--- src/rtl/cross_clock_bus.sv ---
// cross_clock_bus
//   Brings CHANNELS slowly-changing words from an asynchronous domain into
//   out_clk. Each channel has an N-flop synchroniser, a stability filter that
//   needs STABLE_CYCLES+1 identical post-sync samples, a one-cycle change
//   strobe, a sticky valid flag and a synchronous hold.
//
// Ports
//   out_clk          sole clock, rising edge
//   rst_n            async active-low reset, clears all state
//   in_data          async input, channel c at [c*DATA_WIDTH +: DATA_WIDTH]
//   hold             freezes out_data/out_valid (filtering keeps running)
//   out_data         filtered registered output, same packing as in_data
//   out_changed      per-channel one-cycle strobe on update with new value
//   out_valid        per-channel sticky flag, set by first qualified sample
//   out_any_changed  registered OR of the per-channel change conditions

// Per-channel lane: synchroniser, stability filter and output register.
module cross_clock_bus_lane #(
  parameter int DATA_WIDTH    = 8,
  parameter int SYNC_STAGES   = 2,
  parameter int STABLE_CYCLES = 2
) (
  input  logic                  out_clk,
  input  logic                  rst_n,
  input  logic [DATA_WIDTH-1:0] in_i,
  input  logic                  hold_i,
  output logic [DATA_WIDTH-1:0] data_o,
  output logic                  valid_o,
  output logic                  changed_o,
  output logic                  chg_d_o
);
  localparam int CNT_W = (STABLE_CYCLES > 1) ? $clog2(STABLE_CYCLES) : 1;
  localparam logic [CNT_W-1:0] CNT_MAX = CNT_W'(STABLE_CYCLES - 1);

  logic [SYNC_STAGES-1:0][DATA_WIDTH-1:0] sync_q;
  logic [DATA_WIDTH-1:0] prev_q, data_q, data_d, last;
  logic [CNT_W-1:0]      cnt_q, cnt_d;
  logic                  valid_q, valid_d, chg_q, chg_d;
  logic                  match, qual, upd;

  always_comb begin
    last    = sync_q[SYNC_STAGES-1];
    match   = (last == prev_q);
    cnt_d   = '0;
    if (match) cnt_d = (cnt_q == CNT_MAX) ? cnt_q : cnt_q + CNT_W'(1);
    // With STABLE_CYCLES=1 CNT_MAX is 0, so qual collapses to match.
    qual    = match && (cnt_q == CNT_MAX);
    // First qualified sample after reset must set valid even if it equals 0.
    upd     = qual && !hold_i && ((last != data_q) || !valid_q);
    data_d  = upd ? last : data_q;
    valid_d = valid_q | upd;
    chg_d   = upd && (last != data_q);
  end

  always_ff @(posedge out_clk or negedge rst_n) begin
    if (!rst_n) begin
      sync_q  <= '0;
      prev_q  <= '0;
      cnt_q   <= '0;
      data_q  <= '0;
      valid_q <= 1'b0;
      chg_q   <= 1'b0;
    end else begin
      sync_q  <= {sync_q[SYNC_STAGES-2:0], in_i};
      prev_q  <= last;
      cnt_q   <= cnt_d;
      data_q  <= data_d;
      valid_q <= valid_d;
      chg_q   <= chg_d;
    end
  end

  assign data_o    = data_q;
  assign valid_o   = valid_q;
  assign changed_o = chg_q;
  assign chg_d_o   = chg_d;
endmodule

module cross_clock_bus #(
  parameter int DATA_WIDTH    = 8,
  parameter int CHANNELS      = 4,
  parameter int SYNC_STAGES   = 2,
  parameter int STABLE_CYCLES = 2
) (
  input  logic                           out_clk,
  input  logic                           rst_n,
  input  logic [CHANNELS*DATA_WIDTH-1:0] in_data,
  input  logic                           hold,
  output logic [CHANNELS*DATA_WIDTH-1:0] out_data,
  output logic [CHANNELS-1:0]            out_changed,
  output logic [CHANNELS-1:0]            out_valid,
  output logic                           out_any_changed
);
  logic [CHANNELS-1:0] chg_d;
  logic                any_q;

  for (genvar c = 0; c < CHANNELS; c++) begin : g_lane
    cross_clock_bus_lane #(
      .DATA_WIDTH   (DATA_WIDTH),
      .SYNC_STAGES  (SYNC_STAGES),
      .STABLE_CYCLES(STABLE_CYCLES)
    ) u_lane (
      .out_clk  (out_clk),
      .rst_n    (rst_n),
      .in_i     (in_data[c*DATA_WIDTH +: DATA_WIDTH]),
      .hold_i   (hold),
      .data_o   (out_data[c*DATA_WIDTH +: DATA_WIDTH]),
      .valid_o  (out_valid[c]),
      .changed_o(out_changed[c]),
      .chg_d_o  (chg_d[c])
    );
  end

  // Registered from the lanes' next-state strobes so it lines up with out_changed.
  always_ff @(posedge out_clk or negedge rst_n) begin
    if (!rst_n) any_q <= 1'b0;
    else        any_q <= |chg_d;
  end

  assign out_any_changed = any_q;
endmodule

--- config.mk ---
export PLATFORM = sky130hd
export DESIGN_NAME = cross_clock_bus
export DESIGN_NICKNAME = d
export VERILOG_FILES = /design/src/rtl/cross_clock_bus.sv
export SDC_FILE = /design/constraint.sdc
export NUM_CORES = 1
export LEC_CHECK = 0
export BUFFER_PORTS_ARGS = -buffer_cell sky130_fd_sc_hd__buf_2
export CORE_ASPECT_RATIO = 1.2
export CORE_MARGIN = 2
export CORE_UTILIZATION = 56
export DETAILED_ROUTE_END_ITERATION = 8
export PLACE_DENSITY_LB_ADDON = 0.08
export SYNTH_ARGS = -nofsm -noshare
export SYNTH_HDL_FRONTEND = slang
export SYNTH_SLANG_ARGS = --single-unit
export TNS_END_PERCENT = 30
--- constraint.sdc ---
create_clock -name out_clk -period 2.4 [get_ports out_clk]
set_input_delay 0.36 -clock out_clk [delete_from_list [all_inputs] [get_ports out_clk]]
set_output_delay 0.36 -clock out_clk [all_outputs]
set_load 0.03 [all_outputs]
==> impl_metrics.tcl, run 1 <==
set metrics [dict create \
    ys_seq_elements 141 \
    endpoint_kind "register" \
    dieArea_um2 9600 \
    post_drt_wl_per_cell_um 14.6 \
    routabilityCongestion 0.725 \
    coreArea_um2 8560 \
    clock_path_buffers 2 \
    slowest_stage "or4_4" \
    rows 37 \
    max_freq_mhz 477 \
    p_comb_share_pct 4.3 \
    drive_gt1_share_pct 33.7 \
    fin_area_um2 6300 \
    nNetsFinal 447 \
    post-route-util_pct 73.6 \
    crit_chain "xnor2_1 > nand4_1 > or4_4 > a21o_1 > mux2_4" \
    worst-setup-path-type "reg -> reg" \
    grt_remaining_overflow 0 \
    num_vias 2545 \
    dpl_cell_area_um2 5400 \
    grt_pass1_wl_um 13300 \
    timing.final.ws_setup_ps 302 \
    drv_cap 0 \
    cts_made_buffers 17 \
    grt_pass1_vias 2651 \
    drc 0 \
    start_util_pct 57.8 \
    syn_avg_cell_area_um2 16.8 \
    wirelength_um 7880 \
    seq_area_frac_synth_pct 71.3 \
    rsz0062_at_grt "false" \
    final.setup_skew_ps 9.30 \
    slew_viol_final 0 \
    hold_viol 0 \
    root_buffer "clkbuf_8" \
    relSlewSlack_pct 65.1 \
    hpwl_um 5050 \
    status "finished clean" \
    clkPwrFrac_pct 47.5 \
    p_leak_uw 0.00302 \
    arrival_ps 2500 \
    r2r-start "g_lane[1].u_lane.last[3]" \
    syn_inst 294 \
    grt.total_usage_pct 18.6 \
    powerDensity_nw_per_um2 832 \
    netlist_area_um2 4950 \
    cts.reportedPaths.clkPinSlew_ps 60 \
    drt-initial-drc-count 105 \
    die_w_um 89.8 \
    pre_cts_ws_ps 272 \
    hold_class "in -> reg" \
    crit_start "g_lane[1].u_lane.last[3]" \
    worstHoldStart "hold" \
    fin_setup_tns_ps 0 \
    vias_per_cell 4.70 \
    ios 76 \
    slowest_delay_ps 510 \
    cp.required_ps 2800 \
    fin_crit_sh_pct 87.4 \
    portBuffers 75 \
    vdd_drop_max_mv 0.521 \
    synth.distinct_cells 13 \
    area_growth_pct 27.4 \
    htreeDepth 4 \
    tightest_slew_ps 524 \
    p_sw_uw 1090 \
    finalSetupViolCount 0 \
    cp_max_fo 8 \
    p_sw_share_pct 20.8 \
    antenna_found_initial 0 \
    clock_sinks 141 \
    antenna_left 0 \
    power.internal_uw 4150 \
    yosysWarningCount 0 \
    cts_tree "done" \
    power_frac_seq_pct 48.2 \
    insertion_delay_ps 520 \
    fp.dieH_um 107 \
    grt_start_max_net_pins 58 \
    synth_nets 329 \
    cp-start-kind "register" \
    diodes 0 \
    fin_crit_ps 2100 \
    first_pass_iters 5 \
]
==> cell usage in the layout, fill, tap and decap left out <==
cell type,netlist,routed
buf_6,4,1
bufinv_16,0,3
a21o_1,4,4
xnor2_1,64,64
nor2_1,12,12
inv_1,4,4
mux2_4,32,32
or2b_1,3,3
buf_12,0,1
nand4_1,16,16
clkinv_2,0,4
clkbuf_16,0,16
clkinvlp_4,0,5
clkbuf_8,0,1
or4_4,4,4
or4_1,1,1
dfrtp_1,141,141
dlygate4sd3_1,0,33
buf_4,8,2
nand2b_1,1,1
buf_2,0,74
clkbuf_1,0,2
==> state kept, by name, indices dropped and copies added (netlist names) <==
name and count:
g_lane.u_lane.data_o 32, g_lane.u_lane.changed_o 4, g_lane.u_lane.valid_o 4, g_lane.u_lane.prev_q 32
out_any_changed 1, g_lane.u_lane.sync_q 32, g_lane.u_lane.cnt_q 4, g_lane.u_lane.last 32
==> kinds of logic (layout without fill, tap and decap cells) <==
family	after synthesis	count (layout)	share of synthesized area, %
multiplexers	32	32	9.71
XOR/XNOR	64	64	11.3
flip-flops	141	141	71.3
AND/OR/NAND/NOR	37	37	4.58
AO/OA/AOI/OAI	4	4	0.607
buffers and inverters	16	146	2.43
==> metal layers <==
layer / track usage (%) / vias to the layer above / share of wire (%)
met3: 6.75 / 9 / 4.6
li1: - / 1202 / -
met2: 28.6 / 59 / 51
met4: 8.24 / 0 / 1.2
met1: 24.2 / 1275 / 43
met5: 0 / - / 0
==> critical path, delay by kind of cell (launching register included) <==
kind | cells | cell delay (ps)
AOI/OAI and AO/OA | 1 | 350
xor gates and xnor gates | 1 | 190
DFF | 1 | 430
muxes | 1 | 370
and+or+nand+nor | 2 | 650
==> cell type report <==
type                            count  area, um2
Tap cell                          117        146
Clock inverter                     12        148
Multi-Input combinational cell    137       1300
Inverter                            4       15.0
Fill cell                         539       2260
Clock buffer                       19        422
Sequential cell                   141       3530
Timing Repair Buffer              111        747
==> repair_timing <==
item	4_1_cts	5_1_grt
endpoints found under the setup margin	0	0
endpoints found under the hold margin	56	0
resized for setup	0	0
setup buffers	0	0
hold buffers	33	0
==> through the flow <==
stage / cells / total power, uW / hold WS [ps]
finish: 541 / 5240 / 248
global route: 541 / 5450 / 246
CTS: 541 / 5310 / 242
detailed placement: 477 / 2760 / 244
global placement: 477 / 2750 / 244
floorplan: 294 / 2650 / 64.4
==> synthesized netlist by cell type (all sizes together) <==
library cell	n	area share, %
dfrtp	141	71
xnor2	64	11
mux2	32	9.7
nand4	16	2.0
buf	12	2.1
nor2	12	0.91
or4	5	1.1
a21o	4	0.61
inv	4	0.30
or2b	3	0.46
nand2b	1	0.13
==> worst paths after layout <==
check	end	slack, ps	depth (start not counted)
worst max register to register	g_lane[1].u_lane.data_o[1]	300	5
worst min-delay path	g_lane[3].u_lane.changed_o	250	3
max in group asynchronous	g_lane[1].u_lane.prev_q[0]	1440	3
worst max-delay path	g_lane[1].u_lane.data_o[1]	300	5
worst min register to register	g_lane[3].u_lane.last[7]	340	0
min in group asynchronous	g_lane[2].u_lane.data_o[2]	270	2
==> power by group through the flow <==
stage / combinational, uW / sequential [uW] / clock (uW)
final: 223 / 2530 / 2490
after global routing: 250 / 2540 / 2660
after CTS: 230 / 2530 / 2550
after detailed placement: 188 / 2570 / 0
after global placement: 187 / 2570 / 0
after floorplan: 92.1 / 2560 / 0
Note: power is estimated with default switching activity, not from simulation.
==> inputs of run 2 (changes only) <==
--- a/config.mk
+++ b/config.mk
@@ -8,7 +8,7 @@
 export BUFFER_PORTS_ARGS = -buffer_cell sky130_fd_sc_hd__buf_2
 export CORE_ASPECT_RATIO = 1.2
 export CORE_MARGIN = 2
-export CORE_UTILIZATION = 56
+export CORE_UTILIZATION = 40
 export DETAILED_ROUTE_END_ITERATION = 8
 export PLACE_DENSITY_LB_ADDON = 0.08
 export SYNTH_ARGS = -nofsm -noshare
==> impl_metrics.tcl, run 2 (synthesized netlist as in run 1, its figures left out) <==
set metrics [dict create \
    status "finished clean" \
    diodes 0 \
    slew_viol_final 0 \
    coreArea_um2 12100 \
    area_growth_pct 22.6 \
    ff2ff_setup_slack_ps 280 \
    fin_area_um2 6060 \
    fin_crit_sh_pct 88.4 \
    wirelength_um 8110 \
    cp.required_ps 2690 \
    n_fill_cell 1080 \
    cp_max_fo 8 \
    die_w_um 106 \
    grt_remaining_overflow 0 \
    first_pass_iters 4 \
    grt_pass1_vias 2595 \
    grt.total_usage_pct 13.9 \
    max_freq_mhz 471 \
    vdd_drop_max_mv 0.458 \
    power_frac_seq_pct 47.3 \
    hold_class "in -> reg" \
    rows 44 \
    start_util_pct 40.8 \
    drive_gt1_share_pct 35.9 \
    powerDensity_nw_per_um2 880 \
    worst-setup-path-type "reg -> reg" \
    ios 76 \
    root_buffer "clkbuf_16" \
    hpwl_um 5290 \
    tightest_slew_ps 529 \
    vias_per_cell 4.44 \
    cts_setup_buffers 0 \
    final_cell_mix "141 x dfrtp_1, 74 x buf_2, 64 x xnor2_1" \
    power.internal_uw 4270 \
    crit_chain "xnor2_1 > nand4_1 > or4_4 > a21o_1 > mux2_4" \
    cts.reportedPaths.clkPinSlew_ps 50 \
    rsz0062_at_grt "false" \
    slowest_delay_ps 510 \
    drv_cap 0 \
    antenna_found_initial 0 \
    clock_path_buffers 2 \
    portBuffers 75 \
    cp-start-kind "register" \
    endpoint_kind "register" \
    p_sw_uw 1070 \
    num_vias 2462 \
    final_common_cell "dfrtp_1" \
    htreeDepth 4 \
    finalSetupViolCount 0 \
    clkPwrFrac_pct 49.2 \
    antenna_left 0 \
    dpl_cell_area_um2 5460 \
    fin_setup_tns_ps 0 \
    grt_start_max_net_pins 50 \
    postCtsResizedCells 0 \
    regArea_um2 3530 \
    cts_tree "done" \
    routabilityCongestion 0.726 \
    p_comb_share_pct 3.5 \
    fp.dieH_um 126 \
    drt-initial-drc-count 59 \
    nNetsFinal 415 \
    p_sw_share_pct 20.1 \
    relSlewSlack_pct 64.7 \
    cts_made_buffers 17 \
    clock_sinks 141 \
    grt_pass1_wl_um 13600 \
    final.setup_skew_ps 5.17 \
    multi_input_area_um2 1300 \
    dieArea_um2 13300 \
    insertion_delay_ps 410 \
    hold_viol 0 \
    arrival_ps 2410 \
    slowest_stage "or4_4" \
    drc 0 \
    p_leak_uw 0.00292 \
    post_drt_wl_per_cell_um 14.6 \
    fin_crit_ps 2120 \
    holdWs_ps 53.0 \
]
run 2: changes by cell type in the layout (fill, tap and decap cells not counted):
cell,change
dlygate4sd3_1,-32
clkbuf_8,+2
clkbuf_1,+3
clkinvlp_4,-5
clkbuf_16,+1
run 2: cell type report:
class                      count  share of cell area [%]
clock buffer                  25                    8.00
clock inverter                 7                    1.82
inverter                       4                   0.248
multi-input combinational    137                    21.4
sequential                   141                    58.2
tap                          161                    3.32
timing repair buffer          79                    7.04
run 2: critical path, delay by kind of cell (launching register included):
| family | cells | cell delay (ps) |
|---|---|---|
| simple gates | 2 | 660 |
| flops | 1 | 430 |
| mux | 1 | 370 |
| compound gates | 1 | 360 |
| xor+xnor | 1 | 180 |
run 2: layer usage:
layer / global-route usage, % / vias to the layer above / wire length [um]
li1: - / 1141 / -
met1: 18.3 / 1250 / 3740
met2: 19.8 / 59 / 3860
met3: 4.76 / 12 / 358
met4: 8.36 / 0 / 151
met5: 0 / - / 0
run 2: repair_timing:
action | 4_1_cts | 5_1_grt
setup endpoints to repair | 0 | 0
hold buffers | 1 | 0
endpoints found under the hold margin | 46 | 0
run 2: stage by stage:
step / cells / total power (uW) / utilization, % / setup WS [ps]
after detailed placement: 521 / 2760 / 45.1 / 246
after floorplan: 294 / 2650 / - / 525
after global routing: 554 / 5580 / 50.1 / 152
after CTS: 554 / 5430 / 50.1 / 234
final: 554 / 5340 / 50.1 / 278
after global placement: 521 / 2760 / 45.1 / 273
run 2: final timing paths:
kind / startpoint / to / depth (start not counted)
min in group asynchronous: rst_n / g_lane[2].u_lane.data_o[5] / 2
min: in_data[20] / g_lane[2].u_lane.sync_q[4] / 1
max: g_lane[1].u_lane.last[3] / g_lane[1].u_lane.data_o[4] / 5
max reg2reg: g_lane[1].u_lane.last[3] / g_lane[1].u_lane.data_o[4] / 5
max in group asynchronous: rst_n / g_lane[3].u_lane.data_o[7] / 3
min reg2reg: g_lane[3].u_lane.sync_q[4] / g_lane[3].u_lane.last[4] / 0
run 2: power by group through the flow:
stage	Clock, uW	Sequential [uW]	Combinational, uW
2_1_floorplan	0	2560	92.1
3_3_place_gp	0	2570	189
3_5_place_dp	0	2570	190
4_1_cts	2710	2530	193
5_1_grt	2830	2540	210
6_report	2630	2530	184
